`config.mk`:
```
export PLATFORM = sky130hd
export DESIGN_NAME = regfile_2w2r_sb
export DESIGN_NICKNAME = d
export VERILOG_FILES = /design/src/rtl/regfile_2w2r_sb.sv
export SDC_FILE = /design/constraint.sdc
export NUM_CORES = 2
export LEC_CHECK = 0
export CAP_MARGIN = 30
export CORE_MARGIN = 2
export CORE_UTILIZATION = 49
export DETAILED_ROUTE_END_ITERATION = 8
export GPL_TIMING_DRIVEN = 0
export PLACE_DENSITY = 0.73
export SYNTH_ARGS = -nofsm -noshare
export SYNTH_HDL_FRONTEND = slang
export SYNTH_SLANG_ARGS = --single-unit
```
`constraint.sdc`:
```
create_clock -name clk -period 3.7 [get_ports clk]
set_input_delay 0.555 -clock clk [delete_from_list [all_inputs] [get_ports clk]]
set_output_delay 0.555 -clock clk [all_outputs]
set_load 0.01 [all_outputs]
```
`src/rtl/regfile_2w2r_sb.sv`:
```
// Register file with two write ports and two read ports.
// Port A carries the ALU writeback and port B carries the load return.
// Reads are combinational, and same-cycle writes can optionally be forwarded to them.
// A load scoreboard marks each register that has a load outstanding, so decode can stall.
module regfile_2w2r_sb #(
  parameter int XLEN   = 32,
  parameter int NREGS  = 32,
  parameter int BYPASS = 1,
  localparam int AW    = $clog2(NREGS)
) (
  input  logic            clk,
  input  logic            reset,
  input  logic            we_a,
  input  logic [AW-1:0]   rd_a,
  input  logic [XLEN-1:0] wd_a,
  input  logic            we_b,
  input  logic [AW-1:0]   rd_b,
  input  logic [XLEN-1:0] wd_b,
  input  logic [AW-1:0]   rs1,
  input  logic [AW-1:0]   rs2,
  output logic [XLEN-1:0] readData1,
  output logic [XLEN-1:0] readData2,
  input  logic            ld_issue,
  input  logic [AW-1:0]   ld_rd,
  output logic            busy1,
  output logic            busy2,
  output logic [AW:0]     pending_count
);

  logic [XLEN-1:0] regs [NREGS];
  logic [NREGS-1:0] busy;

  logic setHit;
  logic clrHit;
  logic incHit;

  // Store writebacks; the younger ALU write wins over a load return to the same index
  always_ff @(posedge clk) begin
    if (reset) begin
      for (int i = 0; i < NREGS; i++) begin
        regs[i] <= '0;
      end
    end else begin
      regs[0] <= '0;
      for (int i = 1; i < NREGS; i++) begin
        if (we_a && (rd_a == AW'(i))) begin
          regs[i] <= wd_a;
        end else if (we_b && (rd_b == AW'(i))) begin
          regs[i] <= wd_b;
        end
      end
    end
  end

  // Read port 1: stored value, optionally overridden by a same-cycle write (port A first)
  always_comb begin
    readData1 = regs[rs1];
    if (BYPASS != 0) begin
      if (we_b && (rd_b == rs1)) begin
        readData1 = wd_b;
      end
      if (we_a && (rd_a == rs1)) begin
        readData1 = wd_a;
      end
    end
    if (rs1 == '0) begin
      readData1 = '0;
    end
  end

  // Read port 2: same forwarding rules as read port 1
  always_comb begin
    readData2 = regs[rs2];
    if (BYPASS != 0) begin
      if (we_b && (rd_b == rs2)) begin
        readData2 = wd_b;
      end
      if (we_a && (rd_a == rs2)) begin
        readData2 = wd_a;
      end
    end
    if (rs2 == '0) begin
      readData2 = '0;
    end
  end

  // Scoreboard events: a set wins over a clear that targets the same index in the same cycle
  always_comb begin
    setHit = ld_issue && (ld_rd != '0);
    clrHit = we_b && (rd_b != '0) && busy[rd_b] && !(setHit && (ld_rd == rd_b));
    incHit = setHit && !busy[ld_rd];
  end

  // Track outstanding loads and keep a running count of busy registers
  always_ff @(posedge clk) begin
    if (reset) begin
      busy          <= '0;
      pending_count <= '0;
    end else begin
      if (clrHit) begin
        busy[rd_b] <= 1'b0;
      end
      if (setHit) begin
        busy[ld_rd] <= 1'b1;
      end
      case ({incHit, clrHit})
        2'b10:   pending_count <= pending_count + (AW+1)'(1);
        2'b01:   pending_count <= pending_count - (AW+1)'(1);
        default: pending_count <= pending_count;
      endcase
    end
  end

  assign busy1 = busy[rs1];
  assign busy2 = busy[rs2];

endmodule

```
* Word-level counts from Yosys, hierarchy flattened
Memory sizes are Yosys's and may differ from the RTL's.
Index checks and enable logic that the tools add are counted.
** Operators by class
- $add $sub $neg :: 2
- Equality and inequality tests :: 69
- Reductions and logical operators :: 81
- $lt $le $gt $ge :: 6
- Multiplexer cells :: 305
- Bitwise gates (word level) :: 66
** Operators with widths (number)
- $mux W32 :: 72
- $mux W1 :: 226
- $eq A5 B5 Y1 const B :: 32
- $eq A5 B4 Y1 const B :: 16
- $logic_and A1 B1 Y1 :: 74
- $or A1 B1 Y1 :: 63
- $eq A5 B3 Y1 const B :: 8
- $and A32 B32 Y32 :: 1
- $not A32 Y32 :: 1
- $or A32 B32 Y32 :: 1
- $eq A5 B5 Y1 :: 5
- $lt A5 B6 Y1 const B :: 4
- $bmux W1 S5 :: 4
- $eq A5 B2 Y1 const B :: 4
- $pmux W6 S2 :: 1
- $demux W1 S5 :: 2
- $eq A5 B1 Y1 const B :: 2
- $ge A5 B1 Y1 const B :: 2
- $logic_not A5 Y1 :: 2
- $reduce_bool A5 Y1 :: 2
- $add A6 B1 Y6 const B :: 1
- $sub A6 B1 Y6 const B :: 1
- $eq A2 B1 Y1 const B :: 1
- $eq A2 B2 Y1 const B :: 1
- 2 further kinds :: 3
** Storage, ports and cells
- Bits in registers :: 38
- Input bits :: 94
- RAM bits :: 1024
- Word-level logic and storage cells :: 532
- Memories :: 1
** Memory list
- regs :: words 32, bits a word 32, read ports 2, clocked after memory_dff 0, wr ports 32, line 30 : logic [XLEN-1:0] regs [NREGS];

* Logic depth before layout (Yosys ltp)
- Word-level depth :: 10
- Mapped depth :: 17

* Worst setup path before layout
Ideal clock, no wire load.
- Kind :: in2reg
- Start point :: input rd_b[0]
- End point :: memory regs[21][0] (enable)
- Slack :: -0.194 ns
- Stages :: 5
- Required time :: 3.234 ns
- Arrival :: 3.428 ns
- Path buffers :: 2
- Cell sequence :: buf_4 nor2b_1 buf_2 nand2_1 o21ai_0
** RTL lines
- start, declared :: line 17 : input logic [AW-1:0] rd_b,
- end, declared :: line 30

* Worst setup path in the final report
- Start point :: input rs1[2]
- End point :: output readData1[13]
** Between the ends
- Word-level cells in the longest chain between the ends :: 5
** RTL lines
- start, declared :: line 19 : input logic [AW-1:0] rs1,
- parallel branches: the longest is 4 deep, another holds $mem_v2 Z32 W32
- $mux W32 (*) :: line 66 : if (rs1 == '0) begin
- end, declared :: line 21 : output logic [XLEN-1:0] readData1,
Mark *: on every way between the ends.

==> flow_metrics.py <==
metrics = {
    "route": {
        "vias_per_cell": 7.69,
        "avgRoutedWirePerCell_um": 43.4,
        "drc": 0,
        "postRouteAntennaNets": 0,
        "firstDrtPassIters": 9,
        "via_count": 59000,
        "drt_wl_total_um": 333000,
        "first_iter_violations": 12800,
    },
    "sta": {
        "post-route-period-util_pct": 104,
        "worstMarginPinSlew_ns": 1.23,
        "maxSlewViolCount": 0,
        "clock_skew_ns": 0.0303,
        "holdWs_ns": 0.364,
        "hold_viol": 0,
        "worst_slack_ns": -0.131,
        "setup_viol_count_final": 59,
        "rsz0062_at_grt": "yes",
        "timing.setup.tns_ns": -4.30,
        "fmaxAchievable_mhz": 261,
        "slew_headroom_pct": 17.8,
        "layout_min_cycle_time_ns": 3.83,
    },
    "cts": {
        "cts-root-buf": "clkbuf_16",
        "clkLatencyLatePin_ns": 0.78,
        "cts.sink_count": 1030,
        "clkSlewWorstSetupHoldPaths_ns": 0.06,
        "cts_max_level": 3,
        "cts.path.max_buffers": 3,
        "cts_tree": "yes",
        "cts_buffers": 116,
        "hold_buffers": 0,
    },
    "synth": {
        "syn_avg_cell_area_um2": 11.2,
        "synth_seq_area_share_pct": 49.4,
        "synth_area_mm2": 0.0618,
        "yosysUniqueCellTypes": 65,
        "synthFlopType": "edfxtp_1",
        "synth_mux_area_share_pct": 18.0,
        "synth_compound_area_share_pct": 18.3,
        "yosys.area_share.simple_pct": 8.87,
        "synth_top_family_by_area": "compound AO/OA/AOI/OAI gates",
        "yosysWarnings": 0,
        "synth_edf_count": 992,
        "ys_ff_latch": 1030,
        "yosys.area_share.adder_pct": 0.0607,
        "synthCells": 5544,
        "synthXorXnorAreaFrac_pct": 0.453,
        "postSynth.asyncResetShare_pct": 0,
        "synthesis.nets": 5641,
    },
    "hold_path": {
        "hp-start": "wd_b[26]",
        "min_path_type": "input pin to flop",
    },
    "power": {
        "p_leak_nw": 26.3,
        "vdd_drop_max_mv": 0.452,
        "seqPwrFrac_pct": 43.2,
        "cellInternalPower_mw": 22.9,
        "power_density_mw_per_mm2": 445,
        "pwr-share-clk_pct": 38.1,
        "comb_power_share_pct": 18.7,
        "p_sw_mw": 9.95,
        "sw_frac_of_total_pct": 30.3,
    },
    "critical_path": {
        "critical_path.top_delay_family": "buffers and inverters",
        "path_class": "input pin to output port",
        "cp_slowest_cell": "mux2i_1",
        "cp_cell_sequence": "buf_6 -> buf_8 -> buf_12 -> buf_4 -> mux2i_1 -> a22oi_1 -> nand3_1 -> nand3_1 -> o211ai_1 -> nand3_2 -> dlygate4sd2_1",
        "crit_fanout": 11,
        "cp_common_cell": "nand3_1",
        "cp-startpoint": "rs1[2]",
        "path_buf_inv": 5,
        "crit_path_start_kind": "input pin",
        "critPathCaptureType": "output port",
        "worst_ep_required_time_ns": 3.14,
        "worstReg2RegStart": "busy[30]$_SDFF_PP0_",
        "slowest_delay_ns": 0.37,
        "critPathArrivalTime_ns": 3.28,
    },
    "grt": {
        "gr-total-overflow": 0,
        "antenna_found_initial": 23,
        "grtUsageTotal_pct": 50.0,
        "grt_use_met2_pct": 69.1,
        "top_usage_layer": "met2",
        "use_met3_pct": 25.7,
        "grt_pass1_wl_um": 445000,
        "grt_pass1_vias": 54600,
        "grt_start_max_net_pins": 33,
        "met1_usage_pct": 62.7,
    },
    "die": {
        "die_width_um": 359,
        "coreArea_mm2": 0.125,
        "initial_core_util_pct": 49.3,
        "ios": 166,
        "rows": 130,
        "die-area_mm2": 0.129,
        "die_h_um": 359,
    },
    "place": {
        "gp_congestion": 1.09,
        "hpwl_um": 251000,
        "io_buffer_count": 128,
        "dp_slack_ns": -2.35,
        "place_area_mm2": 0.0672,
    },
    "flow_run": {
        "maxCapViolCount": 0,
    },
    "cells_and_area": {
        "final_common_cell": "edfxtp_1",
        "fillers": 10300,
        "drive_above_1_share_pct": 20.8,
        "final_cell_mix": "edfxtp_1 (992), nand2_1 (655), o21ai_0 (494), mux2i_1 (465), a22o_1 (416)",
        "area_growth_pct": 19.5,
        "nets": 6013,
        "stdcell_area_mm2": 0.0739,
        "final_util_pct": 58.9,
    },
    "run_status": {
        "violations": "setup timing",
        "status": "complete, but fails checks",
    },
}
-- Yosys cell counts (33+ instances only) --
library cell / instances / share of area, %
a21oi_1: 94 / 0.76
edfxtp_1: 992 / 48
o22ai_1: 236 / 2.4
a22o_1: 416 / 5.9
clkbuf_1: 474 / 2.9
nor2b_1: 37 / 0.37
a22oi_1: 194 / 2.4
a31oi_1: 37 / 0.37
buf_2: 191 / 1.5
mux2i_1: 471 / 7.6
a221oi_1: 33 / 0.47
nor3_1: 91 / 0.74
mux4_2: 246 / 9.0
nand2_1: 666 / 4.0
nand3_1: 126 / 1.0
o21ai_0: 552 / 4.5
buf_1: 38 / 0.23
dfxtp_1: 38 / 1.2
nor2_1: 252 / 1.5
mux2_2: 80 / 1.5
-- logic make-up (layout without fill, tap and decap cells) --
family                     count (synthesis)  in the layout
adders and majority gates                  3              3
AOI/OAI and AO/OA                       1684           1684
muxes                                    797            797
buffers and inverters                    729           1198
xor gates and xnor gates                  32             32
other                                      0             14
and+or+nand+nor                         1269           1269
DFF                                     1030           1030
-- cell type report --
cell class	count	area (µm²)	area share (%)
diodes	14	35.0	0.0474
inverters	9	38.8	0.0525
repair buffers	256	3150	4.26
well taps	1650	2060	2.79
flip-flops and latches	1030	30500	41.3
plain buffers	718	4230	5.73
clock buffers	138	3080	4.17
multi-input cells	3785	29900	40.4
clock inverters	77	888	1.20
-- metrics by stage --
stage | total power [mW] | std cells
2_1_floorplan | 17.0 | 5544
3_3_place_gp | 19.5 | 7322
3_5_place_dp | 19.7 | 7414
4_1_cts | 32.1 | 7642
5_1_grt | 33.1 | 7665
6_report | 32.8 | 7677
-- sequential cells by signal (all words and copies together) (netlist names) --
| name | cells |
|---|---|
| busy | 32 |
| pending_count | 6 |
| regs | 992 |
-- worst reg2reg max path: cells and delay by family (launching register included) --
kind	cells	cell delay (ns)
compound gates	3	0.43
flops	1	0.35
xor+xnor	2	0.34
mux	3	1.24
simple gates	3	0.26
fa+ha+maj	2	0.47
buf+inv	1	0.21
-- path summary, 6_finish.rpt --
kind,endpoint,slack (ns),depth (start not counted)
worst max-delay path,readData1[13],-0.13,11
worst min-delay path,regs[15][26]$_SDFFCE_PN0P_,0.36,3
worst max register to register,pending_count[4]$_SDFFE_PP0P_,0.26,14
worst min register to register,busy[0]$_SDFF_PP0_,0.52,1
-- power by group through the flow --
stage / Sequential, mW / Clock (mW) / Combinational [mW]
finish: 14.2 / 12.5 / 6.13
global route: 14.2 / 12.7 / 6.09
CTS: 14.1 / 12.3 / 5.63
detailed placement: 14.4 / 0 / 5.36
global placement: 14.4 / 0 / 5.10
floorplan: 14.2 / 0 / 2.77
-- timing repair --
item	CTS	global route
setup endpoints to repair	71	48
buffers inserted	14	14
gates resized for setup	753	119
gates cloned	1	0
pin swaps	47	19
-- layer usage --
| layer | vias up | part of all wire (%) |
|---|---|---|
| met4 | 20 | 7.4 |
| li1 | 22300 | - |
| met1 | 28900 | 34 |
| met2 | 6442 | 40 |
| met5 | - | 0.12 |
| met3 | 1350 | 19 |
Power figures use the tool's default switching activity.
